==> src/rtl/reg_file_swap.sv <==
// ---------------------------------------------------------------------------
// reg_file_swap
//
// Purpose:
//   A parametrised register file with 2**AW entries of W bits each.
//   - Two independent combinational read ports, A and B.
//   - One write port, shared by two users:
//       * external writes, taken only while the swap sequencer is idle;
//       * a 3-state swap sequencer that exchanges core[rd_addrA] and
//         core[rd_addrB].
//   - The write address is regDst when regDst is non-zero, and wr_addr
//     otherwise.
//
// Optional feature (macro REG_FILE_BYPASS_EN):
//   When the macro is defined, a read port whose address matches the write
//   committing at the next edge shows that write's data combinationally.
//   When the macro is undefined, reads always return the array contents.
//
// Ports:
//   clk        in   1   rising-edge clock
//   reset      in   1   asynchronous, active-high reset
//   wr_en      in   1   external write enable
//   wr_addr    in   AW  default write address
//   regDst     in   AW  destination override (used when non-zero)
//   dat_in     in   W   external write data
//   rd_addrA   in   AW  read port A address, and swap operand A
//   rd_addrB   in   AW  read port B address, and swap operand B
//   swap_req   in   1   request to swap core[rd_addrA] and core[rd_addrB]
//   datA_out   out  W   read data, port A
//   datB_out   out  W   read data, port B
//   swap_busy  out  1   high while the swap sequencer is not idle
//   swap_done  out  1   pulses for the cycle of the second swap write
//   wr_drop    out  1   pulses when an external write is discarded
// ---------------------------------------------------------------------------
module reg_file_swap #(
  parameter int W  = 8,
  parameter int AW = 2
) (
  input  logic          clk,
  input  logic          reset,
  input  logic          wr_en,
  input  logic [AW-1:0] wr_addr,
  input  logic [AW-1:0] regDst,
  input  logic [W-1:0]  dat_in,
  input  logic [AW-1:0] rd_addrA,
  input  logic [AW-1:0] rd_addrB,
  input  logic          swap_req,
  output logic [W-1:0]  datA_out,
  output logic [W-1:0]  datB_out,
  output logic          swap_busy,
  output logic          swap_done,
  output logic          wr_drop
);

  localparam int DEPTH = 2 ** AW;

  typedef enum logic [1:0] {
    S_IDLE = 2'd0,
    S_WR_A = 2'd1,
    S_WR_B = 2'd2
  } state_t;

  state_t        r_state;
  state_t        w_state_nxt;
  logic [W-1:0]  r_core [DEPTH];
  logic [W-1:0]  r_tmp_a;
  logic [W-1:0]  r_tmp_b;
  logic [AW-1:0] r_sa;
  logic [AW-1:0] r_sb;

  logic [AW-1:0] w_ea;
  logic          w_we;
  logic [AW-1:0] w_waddr;
  logic [W-1:0]  w_wdata;

  assign w_ea = (regDst != '0) ? regDst : wr_addr;

  // Only one commit per cycle can happen on the write port. It carries the
  // external write in IDLE, tmpB into sA in WR_A, and tmpA into sB in WR_B.
  // NOTE: every signal driven in an always_comb gets a default first, so an
  // unlisted branch can never infer a latch.
  always_comb begin
    w_state_nxt = r_state;
    w_we        = 1'b0;
    w_waddr     = w_ea;
    w_wdata     = dat_in;
    case (r_state)
      S_IDLE: begin
        if (swap_req) begin
          w_state_nxt = S_WR_A;
        end else if (wr_en) begin
          w_we = 1'b1;
        end
      end
      S_WR_A: begin
        w_we        = 1'b1;
        w_waddr     = r_sa;
        w_wdata     = r_tmp_b;
        w_state_nxt = S_WR_B;
      end
      S_WR_B: begin
        w_we        = 1'b1;
        w_waddr     = r_sb;
        w_wdata     = r_tmp_a;
        w_state_nxt = S_IDLE;
      end
      default: w_state_nxt = S_IDLE;
    endcase
    // No write is considered pending while reset is held. This keeps the
    // bypass path from showing data that will never commit.
    if (reset) begin
      w_we = 1'b0;
    end
  end

  // NOTE: sequential state is updated with non-blocking assignments only,
  // so every register samples values from before the edge.
  always_ff @(posedge clk or posedge reset) begin
    if (reset) begin
      r_state <= S_IDLE;
      r_tmp_a <= '0;
      r_tmp_b <= '0;
      r_sa    <= '0;
      r_sb    <= '0;
      // NOTE: the storage array is cleared on reset on purpose. Every
      // register must read 0 immediately, which rules out an
      // unreset RAM macro.
      for (int i = 0; i < DEPTH; i++) begin
        r_core[i] <= '0;
      end
    end else begin
      r_state <= w_state_nxt;
      if (r_state == S_IDLE && swap_req) begin
        r_tmp_a <= r_core[rd_addrA];
        r_tmp_b <= r_core[rd_addrB];
        r_sa    <= rd_addrA;
        r_sb    <= rd_addrB;
      end
      if (w_we) begin
        r_core[w_waddr] <= w_wdata;
      end
    end
  end

`ifdef REG_FILE_BYPASS_EN
  assign datA_out = (w_we && (w_waddr == rd_addrA)) ? w_wdata : r_core[rd_addrA];
  assign datB_out = (w_we && (w_waddr == rd_addrB)) ? w_wdata : r_core[rd_addrB];
`else
  assign datA_out = r_core[rd_addrA];
  assign datB_out = r_core[rd_addrB];
`endif

  assign swap_busy = (r_state != S_IDLE);
  assign swap_done = (r_state == S_WR_B);
  // An external write is lost in two cases: it arrives during a swap, or it
  // arrives together with a swap request that takes the port.
  assign wr_drop   = wr_en && !reset && ((r_state != S_IDLE) || swap_req);

endmodule

==> config.mk <==
export PLATFORM = sky130hd
export DESIGN_NAME = reg_file_swap
export DESIGN_NICKNAME = d
export VERILOG_FILES = /design/src/rtl/reg_file_swap.sv
export SDC_FILE = /design/constraint.sdc
export NUM_CORES = 1
export LEC_CHECK = 0
export CAP_MARGIN = 20
export CORE_UTILIZATION = 59
export DETAILED_ROUTE_END_ITERATION = 12
export PLACE_DENSITY = 0.91
export SYNTH_ARGS = -nofsm -noshare
export SYNTH_HDL_FRONTEND = slang
export SYNTH_SLANG_ARGS = --single-unit
==> constraint.sdc <==
create_clock -name clk -period 7.15 [get_ports clk]
set_clock_uncertainty 0.05 [all_clocks]
set_input_delay 1.43 -clock clk [delete_from_list [all_inputs] [get_ports clk]]
set_output_delay 1.43 -clock clk [all_outputs]
set_load 0.005 [all_outputs]
# [Word level (Yosys, flattened, before mapping)]
# Index checks and enable logic that the tools add are counted.
[op_classes] n_lt_le_gt_ge=4 eq_ne=3 muxes=18 n_bitwise=3 reduce_logical=10
[ops] operator="8-bit two-way mux" count=5
[ops] operator="8-bit binary-select mux with 2-bit select" count=2
[ops] operator="32-bit bitwise mux" count=1
[ops] operator="8-bit demux with 2-bit select" count=1
[ops] operator="8-bit one-hot mux with 2 select lines" count=1
[ops] operator="3-bit >= comparator, second input constant" count=3
[ops] operator="2-bit NOT with 3-bit output" count=3
[ops] operator="2-bit one-hot mux with 2 select lines" count=2
[ops] operator="1-bit logical AND" count=4
[ops] operator="2-bit two-way mux" count=2
[ops] operator="2-bit nonzero test" count=2
[ops] operator="3-bit by 1-bit less-than comparator with 1-bit output, second input constant" count=1
[ops] operator="1-bit two-way mux" count=3
[ops] operator="2-bit by 1-bit equality test with 1-bit output, second input constant" count=1
[ops] operator="2-bit equality test, second input constant" count=1
[ops] operator="2-bit zero test" count=1
[ops] operator="2-bit inequality test, second input constant" count=1
[ops] operator="1-bit one-hot mux with 2 select lines" count=1
[ops] operator="2-bit OR reduction" count=1
[ops] operator="1-bit zero test" count=1
[ops] operator="1-bit logical OR" count=1
[totals] ff_bits=54 in_bits=20 output_inout_bits=19 word_cells=47

# [Longest topological paths before layout]
# Gate-level depths: netlist of run 1.
[logic_depth] word_depth=9 mapped_depth=7 mapped_depth_nobuf=6

# [Least setup slack after synthesis of run 1]
# Ideal clock, no wire load.
[synth_path] path_type="input to output" from="input port reset" to="output port wr_drop" t_arrival_ps=2888 t_required_ps=5670 path_slack_ps=2782 path_stages=2 n_path_buf=0 path_cell_list="inv_1 and3_1"
[synth_via] elab_chain_cells=3
[synth_rtl] element="start: declaration" line_no="40" source="input logic reset,"
[synth_rtl] element="1-bit zero test" line_no="157" source="assign wr_drop = wr_en && !reset && ((r_state != S_IDLE) || swap_req);"
[synth_rtl] element="1-bit logical AND (2 in series)" line_no="157"
[synth_rtl] element="end: declaration" line_no="52" source="output logic wr_drop"
# No other way between the ends.

# [Worst setup path after layout of run 1]
[layout_path] from="input port rd_addrA[1]" to="output port datA_out[3]"
[layout_via] elab_chain_cells=4
[layout_rtl] element="start: declaration" line_no="45" source="input logic [AW-1:0] rd_addrA,"
[layout_rtl] element="2-bit NOT with 3-bit output (not written as such)" line_no="149" source="assign datA_out = r_core[rd_addrA];"
[layout_rtl] element="8-bit binary-select mux with 2-bit select" line_no="149"
[layout_rtl] element="8-bit two-way mux (not written as such) (2 in series)" line_no="149"
[layout_rtl] element="end: declaration" line_no="48" source="output logic [W-1:0] datA_out,"
# No other way between the ends. The select of a mux whose other input is x is not followed.

==> summary.txt, run 1 <==
Status
  • Outcome: finished, final reports clean

Power and ir drop
  • PwrDens: 458 mW/mm^2
  • Leakage Power: 1.37 nW
  • Worst VDD drop: 0.226 mV
  • Net Sw Power: 0.543 mW
  • Combinational Power Share: 52.2%
  • Net Sw Frac: 36.3%
  • Internal Dissipation: 0.953 mW
  • Clock Power Share: 10.8%
  • Part of the power in registers: 36.9%

Drt
  • First-pass iteration count of the detailed router: 6
  • Vias per cell: 6.45
  • Routed len/inst: 20.8 um
  • Iter 0 DRT Violations: 134
  • Via count: 1,779
  • Total wirelength of the detailed-routed design: 5730 um
  • DRC viols: 0
  • DRT antenna net count: 0

Setup path
  • Data required time at the worst endpoint: 5.67 ns
  • Crit path cell chain: clkdlybuf4s50_1 -> mux4_2 -> clkdlybuf4s50_1
  • Reg2Reg Capture Point: r_core[15]
  • Slowest stage delay, CP: 0.84 ns
  • Start-to-end type of the worst setup path: input pin to output pin
  • Timing startpoint of the critical path: rd_addrA[1]
  • Most common cell on crit path: clkdlybuf4s50_1
  • Capture point of the worst path: datA_out[3]
  • Worst R2R Setup Slack: 4.08 ns
  • FF-to-FF Start: r_state[0]
  • Critical path's slowest cell: clkdlybuf4s50_1
  • Worst setup SP type: input pin
  • Data arrival time of the worst path: 3.34 ns
  • Worst Reg-to-Reg Cells: 6
  • Type of destination of the critical path: output pin
  • Largest driver fanout on the critical path: 9

Finish
  • Fill cell instance count of the final layout: 307
  • Design Area, Final: 0.00327 sq mm
  • Flip-flop and latch area: 0.00135 sq mm
  • Most frequent standard cell in the layout excluding fill and tap cells: dfrtp_1
  • Synth-to-Final Area Change: 17.0%
  • Diodes inserted: 0
  • Layout cells sized above 1: 37.9%
  • Most used cells in the layout excluding fill and tap cells: dfrtp_1, mux2_2, clkdlybuf4s50_1
  • Footprint of the multi-input gates: 0.00137 sq mm
  • Net total in the final layout: 250

Clock network
  • Total clock buffers created by CTS: 5
  • Buffers inserted by post-CTS timing repair: 0
  • TritonCTS clock tree: done
  • Level count of the clock H-tree: 2
  • Number of buffers between clock root and the deepest sink: 2
  • # hold bufs at CTS: 0
  • Insertion delay of the later-clocked pin in the worst-skew pair: 0.30 ns
  • Total of cells resized after clock tree synthesis: 0
  • Clk Tree Root Cell: clkbuf_8
  • Clock-pin slew on the worst setup and hold paths: 0.08 ns
  • Clock sink total: 54

STA
  • Period utilization: 67.4%
  • Setup violators final: 0
  • Final critical path time including I/O delays and setup: 4.82 ns
  • Top achievable clock speed: 207 MHz
  • Slew HR: 37.2%
  • Setup repair after global routing missed its margin: false
  • Pins over their slew limit: 0
  • Total count of hold-check failures in the final report: 0
  • Final TNS setup: 0 ns
  • Actual transition at the worst max-transition pin: 0.942 ns
  • Final worst-path setup slack: 2.33 ns

Logic synthesis
  • Seq/Total Area, Yosys: 48.4%
  • Count of unique library cells instantiated by Yosys: 24
  • Proportion of netlist area held by the largest area contributor: 48.4%
  • Mean area per synthesized cell: 14.8 sq um
  • Synthesized net count: 214
  • YS warnings: 0
  • Number of enable-type register cells in the synthesized netlist: 0
  • Cells after synthesis: 188
  • Netlist area before placement: 0.00279 sq mm
  • Most frequently used flop master after synthesis: dfrtp_1
  • Cell type with the largest total area after synthesis: dfrtp_1
  • FF+latch count, synth: 54
  • Largest cells by area after synthesis: dfrtp_1, mux2_2, mux4_2
  • Fraction of synthesis flops using an asynchronous set or reset pin: 100%

Floorplanning
  • Die footprint: 0.00501 sq mm
  • Placeable core region: 0.00444 sq mm
  • Ports: 39
  • Starting density of the core: 62.8%
  • Die extent in y: 70.8 um
  • Standard-cell rows: 24
  • Die Width: 70.8 um

Global route
  • Number of antenna violations at the first check in global routing: 0
  • GR Util All Layers: 25.6%
  • First-pass GRT wire length: 9580 um
  • Pin count of the biggest net entering global routing: 56
  • Number of global-route vias before repair: 1,901
  • Final global-route overflow total: 0

Worst hold path
  • Type of the most critical hold path: flop to flop

Placement
  • Count of input and output buffers: 38
  • Routability congestion estimate from global placement: 0.749
  • Detailed placer's ending HPWL: 3760 um
  • Pre-CTS setup slack: 2.32 ns
  • DP Area: 0.00319 sq mm

Flow run
  • Max cap viols: 0
[state kept, by name, summed over array words and instances (netlist names)]
name,cells
r_tmp_b,8
r_sb,2
r_state,2
r_sa,2
r_core,32
r_tmp_a,8
[cell type report]
| type | count | area share (%) |
|---|---|---|
| clock buffers | 7 | 2.34 |
| inverters | 4 | 0.460 |
| flip-flops and latches | 54 | 41.4 |
| multi-input cells | 120 | 42.0 |
| repair buffers | 39 | 11.9 |
| well taps | 52 | 1.99 |
[critical path: cells and delay by family]
| family | cells | cell delay, ns |
|---|---|---|
| buf+inv | 2 | 1.31 |
| mux | 1 | 0.59 |
[power groups by stage]
| stage | registers [mW] | logic (mW) | clock network [mW] |
|---|---|---|---|
| global route | 0.571 | 0.842 | 0.178 |
| CTS | 0.549 | 0.785 | 0.165 |
| finish | 0.553 | 0.781 | 0.162 |
| detailed placement | 0.553 | 0.779 | 0 |
| floorplan | 0.525 | 0.562 | 0 |
| global placement | 0.544 | 0.752 | 0 |
[Yosys cell counts (2+ instances only)]
| cell | count |
|---|---|
| a21oi_1 | 8 |
| ha_1 | 6 |
| nand2b_1 | 2 |
| nor2_1 | 11 |
| a22oi_1 | 8 |
| nor3b_4 | 2 |
| mux2_2 | 52 |
| a22oi_4 | 2 |
| o21ai_0 | 2 |
| nand2_1 | 3 |
| mux4_2 | 16 |
| dfrtp_1 | 54 |
| a22oi_2 | 2 |
| inv_1 | 4 |
| clkbuf_1 | 3 |
| buf_2 | 5 |
[per-layer routing]
metal  GRT usage, %  vias to the layer above  share of wire [%]
li1               -                      779                  -
met1           34.4                      930                 42
met2           41.3                       60                 51
met3           5.41                       10                5.8
met4           10.4                        0                1.8
met5              0                        -                  0
[how the worst min path moves through the flow]
| stage | from | endpoint | slack, ns | cells past startpoint |
|---|---|---|---|---|
| 3_3_place_gp | r_tmp_b[1] | r_tmp_b[1] | 0.44 | 1 |
| 4_1_cts | r_tmp_a[6] | r_tmp_a[6] | 0.47 | 1 |
| 6_report | r_tmp_a[1] | r_tmp_a[1] | 0.47 | 1 |
| 2_1_floorplan | r_tmp_b[0] | r_tmp_b[0] | 0.43 | 1 |
| 5_1_grt | r_tmp_a[6] | r_tmp_a[6] | 0.47 | 1 |
| 3_5_place_dp | r_tmp_a[6] | r_tmp_a[6] | 0.45 | 1 |
[per-stage QoR]
step	instances	power, mW	util [%]	hold slack [ns]
after global routing	276	1.59	73.5	0.474
after detailed placement	269	1.33	71.8	0.446
final	276	1.50	73.5	0.466
after CTS	276	1.50	73.5	0.467
after global placement	269	1.30	71.8	0.439
after floorplan	188	1.09	-	0.430
[logic make-up after synthesis]
group                      share of synthesized area (%)
adders and majority gates                           2.69
and+or+nand+nor                                     5.29
muxes                                               33.9
DFF                                                 48.4
buffers and inverters                               2.51
AOI/OAI and AO/OA                                   7.22
No activity file was read; power rests on OpenSTA's default activity.
==> run 2: changes to the inputs <==
Settings changed: CORE_UTILIZATION 59 to 54, PLACE_DENSITY 0.91 to 0.85.
Clock period 7.15 ns to 4.5 ns, I/O delays scaled along.
==> summary.txt, run 2 (same netlist as run 1, synthesis figures left out) <==
Status
  • Outcome: finished, final reports clean

Finish
  • Most used cells in the layout excluding fill and tap cells: dfrtp_1, mux2_2, clkdlybuf4s50_1
  • Synth-to-Final Area Change: 18.5%
  • Non-filler cells in the finished layout: 293
  • Largest regs: r_core: 32 flops, r_tmp_a: 8 flops, r_tmp_b: 8 flops
  • Net total in the final layout: 251
  • Layout cells sized above 1: 38.9%
  • Diodes inserted: 0
  • Fill cell instance count of the final layout: 355
  • Most flop-heavy register: r_core
  • Flip-flop count of the largest register, all copies and words added: 32
  • Most frequent standard cell in the layout excluding fill and tap cells: dfrtp_1

Global route
  • Final global-route overflow total: 0
  • Number of global-route vias before repair: 1,733
  • Number of antenna violations at the first check in global routing: 0
  • GR Util All Layers: 23.5%
  • Met3 usage in global routing: 4.25%
  • Most used routing layer: met2
  • Pin count of the biggest net entering global routing: 55
  • Met2 track demand over resource in global routing: 37.9%
  • M1 GR Usage: 33.2%
  • First-pass GRT wire length: 9050 um

STA
  • Setup violators final: 0
  • Setup repair after global routing missed its margin: false
  • Pins over their slew limit: 0
  • Actual transition at the worst max-transition pin: 0.949 ns
  • Final TNS setup: 0 ns
  • Period utilization: 83.8%
  • Top achievable clock speed: 265 MHz
  • Total count of hold-check failures in the final report: 0
  • Final critical path time including I/O delays and setup: 3.77 ns
  • Slew HR: 36.6%

Setup path
  • Most common cell on crit path: clkdlybuf4s50_1
  • Worst Reg-to-Reg Cells: 6
  • Cell depth of the worst setup path: 3
  • Type of destination of the critical path: output pin
  • Critical path's slowest cell: clkdlybuf4s50_1
  • Start-to-end type of the worst setup path: input pin to output pin
  • Largest driver fanout on the critical path: 9
  • Data arrival time of the worst path: 2.82 ns
  • Slowest stage delay, CP: 0.84 ns
  • Buf+Inv Stages, Crit Path: 2
  • Crit path cell chain: clkdlybuf4s50_1 -> mux4_2 -> clkdlybuf4s50_1
  • Worst setup SP type: input pin
  • Delay-heaviest family, CP: buffers and inverters
  • Data required time at the worst endpoint: 3.55 ns

Drt
  • Via count: 1,712
  • First-pass iteration count of the detailed router: 4
  • DRT antenna net count: 0
  • DRC viols: 0
  • Routed len/inst: 19.0 um
  • Vias per cell: 5.84
  • Total wirelength of the detailed-routed design: 5560 um
  • Iter 0 DRT Violations: 70

Worst hold path
  • Cells on Worst Hold Path: 1
  • Type of the most critical hold path: flop to flop

Power and ir drop
  • Leakage Power: 1.39 nW
  • Worst VDD drop: 0.371 mV
  • Clock Power Share: 11.4%
  • Combinational Power Share: 51.8%
  • Internal Dissipation: 1.54 mW
  • Net Sw Power: 0.847 mW
  • Net Sw Frac: 35.5%
  • Part of the power in registers: 36.8%
  • PwrDens: 721 mW/mm^2

Placement
  • Placed Cells: 285
  • Count of input and output buffers: 38
  • Routability congestion estimate from global placement: 0.818
  • Detailed placer's ending HPWL: 3710 um

Floorplanning
  • Ports: 39
  • Die extent in y: 73.9 um
  • Placeable core region: 0.00485 sq mm
  • Standard-cell rows: 25
  • Starting density of the core: 57.6%
  • Die footprint: 0.00546 sq mm
  • Die Width: 73.9 um

Clock network
  • Clock-pin slew on the worst setup and hold paths: 0.09 ns
  • Buffers inserted by post-CTS timing repair: 0
  • # hold bufs at CTS: 0
  • Clk Tree Root Cell: clkbuf_8
  • Number of buffers between clock root and the deepest sink: 2
  • Total clock buffers created by CTS: 5
  • Level count of the clock H-tree: 2
  • Total of cells resized after clock tree synthesis: 0
  • Clock sink total: 54
  • TritonCTS clock tree: done
  • Insertion delay of the later-clocked pin in the worst-skew pair: 0.30 ns

Flow run
  • Max cap viols: 0
[run 2: metrics by stage]
stage	util (%)	power, mW	area [sq um]	setup slack [ns]	hold slack (ns)
global placement	66.3	2.08	3220	0.752	0.439
detailed placement	66.3	2.12	3220	0.715	0.444
floorplan	-	1.73	2790	1.19	0.430
CTS	68.2	2.40	3310	0.693	0.465
finish	68.2	2.39	3310	0.727	0.462
global route	68.2	2.54	3310	0.634	0.481
[run 2: power groups by stage]
| stage | Clock (mW) | Sequential (mW) | Combinational (mW) |
|---|---|---|---|
| floorplan | 0 | 0.834 | 0.893 |
| finish | 0.272 | 0.877 | 1.24 |
| detailed placement | 0 | 0.883 | 1.24 |
| global placement | 0 | 0.868 | 1.21 |
| global route | 0.299 | 0.906 | 1.33 |
| CTS | 0.282 | 0.873 | 1.25 |
[run 2: area by class of cell]
cell class              count  area (sq um)  share of cell area, %
clock buffers               7          86.3                   2.61
multi-input cells         120          1370                   41.4
repair buffers             40           395                   12.0
flip-flops and latches     54          1350                   40.9
well taps                  67          83.8                   2.53
inverters                   4          15.0                  0.454
clock inverters             1          5.00                  0.151
[run 2: path summary, 6_finish.rpt]
kind | end | startpoint | slack [ns]
min in group asynchronous | r_state[0] | reset | 1.10
worst min-delay path | r_tmp_a[2] | r_tmp_a[2] | 0.46
worst max-delay path | datB_out[3] | rd_addrB[1] | 0.73
worst max register to register | r_core[21] | r_state[1] | 1.71
worst min register to register | r_tmp_a[2] | r_tmp_a[2] | 0.46
max in group asynchronous | r_core[14] | reset | 2.87
[run 2: per-layer routing]
metal  up-vias  wire length [um]
li1        781                 -
met1       873              2550
met2        53              2690
met3         5               262
met4         0                59
met5         -                 0
==> run 3: changes to the inputs <==
Clock period 4.5 ns to 3.9 ns, I/O delays scaled along.
==> summary.txt, run 3 (same netlist as run 1, synthesis figures left out) <==
Status
  • Outcome: finished, final reports clean

Clock network
  • Total of cells resized after clock tree synthesis: 0
  • # hold bufs at CTS: 0
  • Buffers inserted by post-CTS timing repair: 0
  • Number of buffers between clock root and the deepest sink: 2
  • TritonCTS clock tree: done
  • Total clock buffers created by CTS: 5
  • Clk Tree Root Cell: clkbuf_8
  • Insertion delay of the later-clocked pin in the worst-skew pair: 0.30 ns
  • Level count of the clock H-tree: 2
  • Clock-pin slew on the worst setup and hold paths: 0.09 ns
  • Clock sink total: 54

Floorplanning
  • Starting density of the core: 57.6%
  • Die Width: 73.9 um
  • Standard-cell rows: 25
  • Placeable core region: 0.00485 sq mm
  • Ports: 39
  • Die footprint: 0.00546 sq mm
  • Die extent in y: 73.9 um

Finish
  • Synth-to-Final Area Change: 20.6%
  • Most used cells in the layout excluding fill and tap cells: dfrtp_1, mux2_2, clkdlybuf4s50_1
  • Non-filler cells in the finished layout: 297
  • Layout cells sized above 1: 40.4%
  • Net total in the final layout: 256
  • Most flop-heavy register: r_core
  • Fill cell instance count of the final layout: 369
  • Flip-flop and latch area: 0.00135 sq mm
  • Footprint of the multi-input gates: 0.00137 sq mm
  • Flip-flop count of the largest register, all copies and words added: 32
  • Diodes inserted: 0
  • Largest regs: r_core: 32 flops, r_tmp_a: 8 flops, r_tmp_b: 8 flops
  • Most frequent standard cell in the layout excluding fill and tap cells: dfrtp_1

STA
  • Final TNS setup: 0 ns
  • Period utilization: 90.0%
  • Top achievable clock speed: 285 MHz
  • Setup violators final: 0
  • Total count of hold-check failures in the final report: 0
  • Pins over their slew limit: 0
  • Actual transition at the worst max-transition pin: 0.948 ns
  • Final critical path time including I/O delays and setup: 3.51 ns
  • Setup repair after global routing missed its margin: false
  • Slew HR: 36.7%

Setup path
  • Crit path cell chain: clkdlybuf4s50_1 -> mux4_2 -> clkdlybuf4s50_1
  • Worst setup SP type: input pin
  • Worst R2R Setup Slack: 1.10 ns
  • Capture point of the worst path: datB_out[1]
  • Buf+Inv Stages, Crit Path: 2
  • Slowest stage delay, CP: 0.83 ns
  • Type of destination of the critical path: output pin
  • FF-to-FF Start: r_state[1]
  • Data arrival time of the worst path: 2.68 ns
  • Largest driver fanout on the critical path: 8
  • Worst Reg-to-Reg Cells: 6
  • Cell depth of the worst setup path: 3
  • Data required time at the worst endpoint: 3.07 ns
  • Timing startpoint of the critical path: rd_addrB[0]
  • Critical path's slowest cell: clkdlybuf4s50_1
  • Most common cell on crit path: clkdlybuf4s50_1
  • Delay-heaviest family, CP: buffers and inverters
  • Start-to-end type of the worst setup path: input pin to output pin
  • Reg2Reg Capture Point: r_core[19]

Drt
  • Total wirelength of the detailed-routed design: 5800 um
  • M1 wire length: 2510 um
  • Routed len/inst: 19.5 um
  • Met2 wire length: 2930 um
  • First-pass iteration count of the detailed router: 4
  • Vias per cell: 5.95
  • Top layer used by detailed routing: met4
  • DRC viols: 0
  • Via count: 1,768
  • Routed length on met3: 306 um
  • DRT antenna net count: 0
  • Iter 0 DRT Violations: 75

Placement
  • Detailed placer's ending HPWL: 3830 um
  • Routability congestion estimate from global placement: 0.767
  • Count of input and output buffers: 38
  • Placed Cells: 290

Global route
  • Number of antenna violations at the first check in global routing: 0
  • Final global-route overflow total: 0
  • GR Util All Layers: 24.2%
  • First-pass GRT wire length: 9270 um
  • Pin count of the biggest net entering global routing: 55
  • Number of global-route vias before repair: 1,888

Power and ir drop
  • Internal Dissipation: 1.84 mW
  • Net Sw Power: 0.989 mW
  • Net Sw Frac: 34.9%
  • Combinational Power Share: 50.6%
  • PwrDens: 841 mW/mm^2
  • Clock Power Share: 13.5%
  • Part of the power in registers: 35.9%
  • Leakage Power: 1.42 nW
  • Worst VDD drop: 0.418 mV

Worst hold path
  • Cells on Worst Hold Path: 1
  • Type of the most critical hold path: flop to flop
  • Worst hold path startpoint: r_tmp_b[1]

Flow run
  • Max cap viols: 0
==> run 3: layer usage <==
layer / vias to the layer above / GRT usage [%]
met1: 918 / 31.4
met3: 4 / 4.53
li1: 788 / -
met2: 58 / 41.1
met5: - / 0
met4: 0 / 7.69
==> run 3: worst min-delay path by stage <==
stage | end | slack, ns
floorplan | r_tmp_b[0] | 0.43
CTS | r_tmp_b[1] | 0.47
global route | r_tmp_b[1] | 0.47
detailed placement | r_tmp_b[1] | 0.44
finish | r_tmp_b[1] | 0.46
global placement | r_tmp_b[4] | 0.44
==> run 3: power groups by stage <==
stage / clock network, mW / logic, mW / registers (mW)
after global routing: 0.409 / 1.55 / 1.04
after global placement: 0 / 1.40 / 1.00
final: 0.381 / 1.43 / 1.02
after floorplan: 0 / 1.03 / 0.962
after detailed placement: 0 / 1.44 / 1.02
after CTS: 0.389 / 1.45 / 1.01
==> run 3: metrics by stage <==
stage | worst slack, ns | utilization, % | instance area, sq um | hold slack (ns) | power, mW
finish | 0.390 | 69.4 | 3370 | 0.463 | 2.83
global route | 0.311 | 69.4 | 3370 | 0.472 | 3.00
CTS | 0.367 | 69.4 | 3370 | 0.465 | 2.84
detailed placement | 0.381 | 67.1 | 3250 | 0.443 | 2.46
global placement | 0.391 | 67.1 | 3250 | 0.440 | 2.41
floorplan | 0.832 | - | 2790 | 0.430 | 1.99
==> run 3: final cells by class <==
type / instances / area share [%]
Tap cell: 67 / 2.49
Inverter: 4 / 0.446
Clock buffer: 6 / 2.45
Clock inverter: 1 / 0.892
Timing Repair Buffer: 45 / 12.9
Sequential cell: 54 / 40.1
Multi-Input combinational cell: 120 / 40.7
